===== src/rtl/jt89_regs_if.sv =====
// Host write bus of the JT89 register file: chip select, write strobe, data byte
// and the READY (not busy) handshake back to the CPU.
interface jt89_regs_if;
  logic       cs_n;
  logic       wr_n;
  logic [7:0] din;
  logic       ready;

  modport master (
    output cs_n,
    output wr_n,
    output din,
    input  ready
  );

  modport slave (
    input  cs_n,
    input  wr_n,
    input  din,
    output ready
  );
endinterface


===== src/rtl/jt89_regs.sv =====
// SN76489-style latch/data write decoder and register file for the JT89 PSG,
// including the READY busy window that mimics the original chip's write timing.
module jt89_regs #(
  parameter int unsigned BUSY_CYCLES = 32
) (
  input  logic        clk,
  input  logic        rst,
  input  logic        clk_en,
  jt89_regs_if.slave  bus,
  output logic [9:0]  tone0,
  output logic [9:0]  tone1,
  output logic [9:0]  tone2,
  output logic [3:0]  vol0,
  output logic [3:0]  vol1,
  output logic [3:0]  vol2,
  output logic [3:0]  vol3,
  output logic [2:0]  ctrl3,
  output logic        noise_rst
);

  localparam logic [7:0] BusyLoad = 8'(BUSY_CYCLES);

  logic       wr_act;
  logic       wr_last_q;
  logic       accept;

  // Latched register: {channel[1:0], type}; type 1 = attenuation, 0 = tone/noise ctrl.
  logic [2:0] latch_q, latch_d;
  logic [9:0] tone_q [3];
  logic [9:0] tone_d [3];
  logic [3:0] vol_q [4];
  logic [3:0] vol_d [4];
  logic [2:0] ctrl3_q, ctrl3_d;
  logic       noise_rst_q, noise_rst_d;
  logic       ready_q, ready_d;
  logic [7:0] cnt_q, cnt_d;

  logic       is_latch;
  logic [1:0] sel_ch;
  logic       sel_typ;

  assign wr_act = ~bus.cs_n & ~bus.wr_n;
  // Leading-edge detect: a strobe that starts while busy never produces an edge later.
  assign accept = wr_act & ~wr_last_q & ready_q;

  assign is_latch = bus.din[7];
  assign sel_ch   = is_latch ? bus.din[6:5] : latch_q[2:1];
  assign sel_typ  = is_latch ? bus.din[4]   : latch_q[0];

  always_comb begin
    latch_d     = latch_q;
    ctrl3_d     = ctrl3_q;
    noise_rst_d = 1'b0;
    for (int i = 0; i < 3; i++) tone_d[i] = tone_q[i];
    for (int i = 0; i < 4; i++) vol_d[i] = vol_q[i];

    if (accept) begin
      if (is_latch) latch_d = bus.din[6:4];

      if (sel_typ) begin
        for (int i = 0; i < 4; i++) begin
          if (sel_ch == 2'(i)) vol_d[i] = bus.din[3:0];
        end
      end else if (sel_ch == 2'd3) begin
        ctrl3_d     = bus.din[2:0];
        noise_rst_d = 1'b1;
      end else begin
        for (int i = 0; i < 3; i++) begin
          if (sel_ch == 2'(i)) begin
            if (is_latch) tone_d[i][3:0] = bus.din[3:0];
            else          tone_d[i][9:4] = bus.din[5:0];
          end
        end
      end
    end
  end

  // Accept load has priority over a coincident clk_en decrement.
  always_comb begin
    ready_d = ready_q;
    cnt_d   = cnt_q;
    if (accept) begin
      ready_d = 1'b0;
      cnt_d   = BusyLoad;
    end else if (clk_en && (cnt_q != 8'd0)) begin
      cnt_d = cnt_q - 8'd1;
      if (cnt_q == 8'd1) ready_d = 1'b1;
    end
  end

  always_ff @(posedge clk or posedge rst) begin
    if (rst) begin
      wr_last_q   <= 1'b0;
      latch_q     <= 3'b000;
      ctrl3_q     <= 3'b000;
      noise_rst_q <= 1'b0;
      ready_q     <= 1'b1;
      cnt_q       <= 8'd0;
      for (int i = 0; i < 3; i++) tone_q[i] <= 10'd0;
      for (int i = 0; i < 4; i++) vol_q[i] <= 4'hF;
    end else begin
      wr_last_q   <= wr_act;
      latch_q     <= latch_d;
      ctrl3_q     <= ctrl3_d;
      noise_rst_q <= noise_rst_d;
      ready_q     <= ready_d;
      cnt_q       <= cnt_d;
      for (int i = 0; i < 3; i++) tone_q[i] <= tone_d[i];
      for (int i = 0; i < 4; i++) vol_q[i] <= vol_d[i];
    end
  end

  assign bus.ready = ready_q;
  assign tone0     = tone_q[0];
  assign tone1     = tone_q[1];
  assign tone2     = tone_q[2];
  assign vol0      = vol_q[0];
  assign vol1      = vol_q[1];
  assign vol2      = vol_q[2];
  assign vol3      = vol_q[3];
  assign ctrl3     = ctrl3_q;
  assign noise_rst = noise_rst_q;

endmodule


===== src/flat_wrapper.sv =====
// flat-port wrapper written by rule: the top's interface ports become plain ports
module jt89_regs_flat 
#(
  parameter int unsigned BUSY_CYCLES = 32
)
  (clk, rst, clk_en, tone0, tone1, tone2, vol0, vol1, vol2, vol3, ctrl3, noise_rst, bus_cs_n, bus_wr_n, bus_din, bus_ready);
  jt89_regs_if bus_i ();
  input  logic clk;
  input  logic rst;
  input  logic clk_en;
  output logic [9:0] tone0;
  output logic [9:0] tone1;
  output logic [9:0] tone2;
  output logic [3:0] vol0;
  output logic [3:0] vol1;
  output logic [3:0] vol2;
  output logic [3:0] vol3;
  output logic [2:0] ctrl3;
  output logic noise_rst;
  input wire logic [$bits(bus_i.cs_n)-1:0] bus_cs_n;
  input wire logic [$bits(bus_i.wr_n)-1:0] bus_wr_n;
  input wire logic [$bits(bus_i.din)-1:0] bus_din;
  output wire logic [$bits(bus_i.ready)-1:0] bus_ready;
  assign bus_i.cs_n = bus_cs_n;
  assign bus_i.wr_n = bus_wr_n;
  assign bus_i.din = bus_din;
  assign bus_ready = bus_i.ready;
  jt89_regs #(.BUSY_CYCLES(BUSY_CYCLES)) u_core (.clk(clk), .rst(rst), .clk_en(clk_en), .bus(bus_i), .tone0(tone0), .tone1(tone1), .tone2(tone2), .vol0(vol0), .vol1(vol1), .vol2(vol2), .vol3(vol3), .ctrl3(ctrl3), .noise_rst(noise_rst));
endmodule

===== config.mk =====
export PLATFORM = sky130hd
export DESIGN_NAME = jt89_regs_flat
export DESIGN_NICKNAME = d
export VERILOG_FILES = /design/src/rtl/jt89_regs_if.sv /design/src/rtl/jt89_regs.sv /design/src/flat_wrapper.sv
export SDC_FILE = /design/constraint.sdc
export NUM_CORES = 1
export LEC_CHECK = 0
export BUFFER_PORTS_ARGS = -buffer_cell sky130_fd_sc_hd__buf_2
export CORE_ASPECT_RATIO = 0.9
export CORE_MARGIN = 2
export CORE_UTILIZATION = 40
export DETAILED_ROUTE_END_ITERATION = 8
export GPL_ROUTABILITY_DRIVEN = 0
export MAX_ROUTING_LAYER = met4
export PLACE_DENSITY_LB_ADDON = 0.12
export SETUP_SLACK_MARGIN = 0.5
export SYNTH_ARGS = -nofsm -noshare
export SYNTH_HDL_FRONTEND = slang
export SYNTH_SLANG_ARGS = --single-unit

===== constraint.sdc =====
create_clock -name clk -period 5.7 [get_ports clk]
set_clock_uncertainty 0.05 [all_clocks]
set_input_delay 1.14 -clock clk [delete_from_list [all_inputs] [get_ports clk]]
set_output_delay 1.14 -clock clk [all_outputs]
set_load 0.005 [all_outputs]

# Word-level counts from Yosys, hierarchy flattened
# Cells that the tools add are included.
dict set report word_totals {
  ff_bits 63
  input_bits 13
  elab_cells 58
}
dict set report op_classes {
  n_bitwise 9
  n_reduce_logical 18
  muxes 10
  eq_ne 4
  add_sub_neg 1
}
# operator count
set op_table {}
lappend op_table {{5-bit AND reduction} 6}
lappend op_table {{8-bit two-way mux} 2}
lappend op_table {{3-bit AND reduction} 5}
lappend op_table {{8-bit by 1-bit equality test with 1-bit output, second input constant} 1}
lappend op_table {{8-bit nonzero test} 1}
lappend op_table {{8-bit by 1-bit subtractor with 8-bit output, second input constant} 1}
lappend op_table {{1-bit two-way mux} 7}
lappend op_table {{1-bit NOT} 6}
lappend op_table {{2-bit equality test, second input constant} 2}
lappend op_table {{2-bit AND reduction} 2}
lappend op_table {{2-bit nonzero test} 2}
lappend op_table {{1-bit AND} 3}
lappend op_table {{2-bit by 1-bit equality test with 1-bit output, second input constant} 1}
lappend op_table {{2-bit logical NOT} 1}
lappend op_table {{2-bit two-way mux} 1}
lappend op_table {{1-bit logical AND} 1}

# Longest topological paths before layout
dict set report depth {
  word_depth 6
  mapped_depth 6
  mapped_depth_nobuf 6
}

# Worst setup path after synthesis
# No wires, ideal clock.
dict set report synth_path {
  kind {input-to-reg}
  from {in bus_wr_n}
  to {reg u_core.vol_q (netlist bit u_core.vol1[0])}
  required_ps 5568
  setup_slack_ps 3096
  arrival_ps 2472
  setup_time_ps 82
  stages 3
  path_cell_list {or4b_4 nor3b_1 mux2_2}
}
dict set report synth_via {
  elab_chain_len 5
}
# item line
set synth_rtl {}
lappend synth_rtl {{start, declared} flat_wrapper.sv:21} ;# input wire logic [$bits(bus_i.wr_n)-1:0] bus_wr_n;
lappend synth_rtl {{1-bit NOT} jt89_regs.sv:42} ;# assign wr_act = ~bus.cs_n & ~bus.wr_n;
lappend synth_rtl {{1-bit AND} jt89_regs.sv:42}
lappend synth_rtl {{1-bit AND (2 in series)} jt89_regs.sv:44} ;# assign accept = wr_act & ~wr_last_q & ready_q;
lappend synth_rtl {{3-bit AND reduction (no line)} -}
lappend synth_rtl {{end, declared} jt89_regs.sv:31} ;# logic [3:0] vol_q [4];
# No other way between the ends.
# A chain may end at the register's enable or synchronous reset.

# Worst setup path after layout
dict set report layout_path {
  from {in bus_wr_n}
  to {reg u_core.tone_q (netlist bit u_core.tone0[0])}
}
dict set report layout_via {
  elab_chain_len 5
}
# item line
set layout_rtl {}
lappend layout_rtl {{1-bit NOT} jt89_regs.sv:42}
lappend layout_rtl {{1-bit AND} jt89_regs.sv:42}
lappend layout_rtl {{1-bit AND (2 in series)} jt89_regs.sv:44}
lappend layout_rtl {{5-bit AND reduction (no line)} -}
lappend layout_rtl {{end, declared} jt89_regs.sv:29} ;# logic [9:0] tone_q [3];
# No other way between the ends.

==> flow_summary.json <==
{
  "synth_fp_nets": 211,
  "fin_util": 0.501,
  "diodes": 0,
  "drive_gt1_frac": 0.577,
  "path_depth": 5,
  "place_hpwl_um": 3820,
  "setup-tns-final_ps": 0,
  "synth_edf_count": 0,
  "min_path_type": "flop to flop",
  "status": "completed",
  "stdcell_count": 357,
  "clock_path_buffers": 2,
  "cts_setup_buffers": 0,
  "grt_pass1_vias": 1827,
  "grt_overflow": 0,
  "hold_ws_ps": 441,
  "busiest_layer": "met2",
  "path_cells": "buf_2, nor4b_4, nand2_2, nor4_1, mux2_2",
  "fmax_mhz": 337,
  "r2r_slack_ps": 3180,
  "use_met3": 0.0596,
  "slew_headroom": 0.484,
  "finalNetCount": 278,
  "cts-resized-gates": 0,
  "power.leakage_nw": 1.65,
  "initial_core_util": 0.410,
  "totalPowerFinal_mw": 1.32,
  "cts_tree": "built",
  "ys_ff_latch": 63,
  "portBuffers": 63,
  "synth.distinct_cells": 36,
  "numCtsBuffers": 9,
  "worst_pin_slew_ps": 768,
  "finalHoldViolations": 0,
  "rsz0062_at_grt": "false",
  "yosysWarnings": 0,
  "postSynth.asyncResetShare": 1.00,
  "drt_iter0_drc": 79,
  "critPathTopFamily": "simple AND/OR/NAND/NOR gates",
  "internal_power_uw": 946,
  "avgSynthCellArea_sq_um": 13.8,
  "num-fill-cells": 607,
  "synth_ff_type": "dfrtp_1",
  "track_usage": 0.171,
  "synthCells": 195,
  "area_growth_pct": 22.1,
  "cp-end-kind": "flop",
  "net-switching-power_uw": 377,
  "wl_per_cell_um": 15.7,
  "crit_required_ps": 5880,
  "ios": 64,
  "vias": 1762,
  "antenna_left": 0,
  "core_region_area_sq_um": 6550,
  "combPwrFrac": 0.221,
  "switching_share": 0.285,
  "drt_wl_total_um": 5620,
  "grt_max_degree": 64,
  "clkTransAtPathRegs_ps": 70,
  "viasPerCell": 4.94,
  "met2_usage": 0.244,
  "grt_pass1_wl_um": 9220,
  "peakVddDrop_mv": 0.143,
  "insertion_delay_ps": 340,
  "seq_power_share": 0.492,
  "die_h_um": 81.8,
  "syn-cell-area_sq_um": 2690,
  "cp-endpoint": "u_core.tone0[0]",
  "cts_root_buffer": "clkbuf_8",
  "powerDensity_nw_per_um2": 403,
  "min_period_over_period": 0.520,
  "ys_seq_area_frac": 0.595,
  "worst-path-max-fanout": 12,
  "slowest_stage": "nor4b_4",
  "crit_type": "input port to flop",
  "crit_buf_inv": 1,
  "cp-start-kind": "input port",
  "cp.arrival_ps": 3140,
  "dp_cells": 341,
  "cts_htree_levels": 3,
  "crit_start": "bus_wr_n",
  "placementRows": 28,
  "gr-usage-met1": 0.228,
  "period_needed_ps": 2970,
  "maxCapViolCount": 0,
  "post-route-drc-count": 0,
  "critical_path.max_stage_delay_ps": 630,
  "cts_hold_buf": 0,
  "dr.pass1.iters": 4,
  "slew_viol_final": 0,
  "r2r_cells": 4,
  "grt_antenna_before_repair": 0,
  "r2r-start": "u_core.bus.ready",
  "clkPwrFrac": 0.287,
  "timing.rr.end": "u_core.tone0[0]",
  "die_width_um": 90.4,
  "finalSetupViolations": 0,
  "numClockSinks": 63,
  "die-area_sq_um": 7390
}
==> cells in the final DEF, fill, tap and decap left out, types with 4 or more instances in the layout <==
| master | Yosys | routed |
|---|---|---|
| inv_1 | 5 | 4 |
| clkbuf_8 | 0 | 10 |
| nor3b_1 | 4 | 4 |
| xnor2_1 | 5 | 5 |
| nor2_1 | 16 | 16 |
| buf_2 | 3 | 63 |
| nand2_1 | 7 | 7 |
| dfrtp_1 | 46 | 46 |
| mux2_2 | 51 | 51 |
| dfstp_2 | 17 | 17 |
==> per-layer routing <==
layer | vias to the layer above | wire length (um) | part of all wire
li1 | 823 | - | -
met1 | 889 | 2750 | 0.49
met2 | 42 | 2550 | 0.45
met3 | 8 | 250 | 0.044
met4 | 0 | 70 | 0.012
met5 | - | 0 | 0
==> through the flow <==
| step | setup slack, ps | instance area (sq um) |
|---|---|---|
| 3_5_place_dp | 2300 | 3090 |
| 3_3_place_gp | 2370 | 3090 |
| 6_report | 2730 | 3280 |
| 2_1_floorplan | 2970 | 2690 |
| 5_1_grt | 2480 | 3280 |
| 4_1_cts | 2670 | 3280 |
==> state kept, by name, indices dropped and copies added (netlist names) <==
name / cells
u_core.vol3: 4
u_core.cnt_q: 8
u_core.vol2: 4
u_core.tone1: 10
u_core.tone2: 10
u_core.noise_rst: 1
u_core.vol1: 4
u_core.vol0: 4
u_core.latch_q: 3
u_core.wr_last_q: 1
u_core.tone0: 10
u_core.bus.ready: 1
u_core.ctrl3: 3
==> worst min-delay path by stage <==
stage          slack [ps]             from               to  cells after the start
2_1_floorplan         420  u_core.tone2[9]  u_core.tone2[9]                      2
3_3_place_gp          410  u_core.tone2[9]  u_core.tone2[9]                      2
3_5_place_dp          420  u_core.tone2[9]  u_core.tone2[9]                      2
4_1_cts               450  u_core.tone2[9]  u_core.tone2[9]                      2
5_1_grt               480  u_core.tone2[1]  u_core.tone2[1]                      1
6_report              440  u_core.tone2[9]  u_core.tone2[9]                      2
==> final cells by class <==
| type | count | area [sq um] | area share |
|---|---|---|---|
| Sequential cell | 63 | 1600 | 0.487 |
| Multi-Input combinational cell | 119 | 1040 | 0.316 |
| Timing Repair Buffer | 64 | 323 | 0.0984 |
| Clock buffer | 13 | 149 | 0.0454 |
| Tap cell | 90 | 113 | 0.0343 |
| Clock inverter | 3 | 42.5 | 0.0130 |
| Inverter | 5 | 18.8 | 0.00572 |
==> cell usage after synthesis, types with 2 or more instances <==
cell type  instances  area (sq um)
a211oi_1           2          15.0
a21oi_1            3          15.0
a31oi_1            3          18.8
buf_2              3          15.0
clkbuf_1           4          15.0
dfrtp_1           46          1150
dfstp_2           17           447
ha_1               3          37.5
inv_1              5          18.8
mux2_2            51           574
nand2_1            7          26.3
nor2_1            16          60.1
nor3b_1            4          30.0
nor4_1             2          12.5
o21ai_0            3          15.0
or4b_4             2          27.5
xnor2_1            5          43.8
==> kinds of logic after synthesis <==
kind of cell | share of synthesized area
AOI/OAI and AO/OA | 0.0331
buffers and inverters | 0.0195
adders and majority gates | 0.0140
DFF | 0.595
muxes | 0.214
xor gates and xnor gates | 0.0196
and+or+nand+nor | 0.106
==> worst reg2reg max path, delay by kind of cell (launching register included) <==
kind	cells	cell delay, ps
and+or+nand+nor	3	1400
DFF	1	550
muxes	1	410
==> power by group through the flow <==
stage,Clock (mW),Sequential [mW],Combinational [mW]
after floorplan,0,0.650,0.178
after global placement,0,0.656,0.291
after detailed placement,0,0.659,0.296
after CTS,0.393,0.651,0.298
after global routing,0.411,0.666,0.334
final,0.380,0.651,0.292
Note: power is estimated with default switching activity, not from simulation.
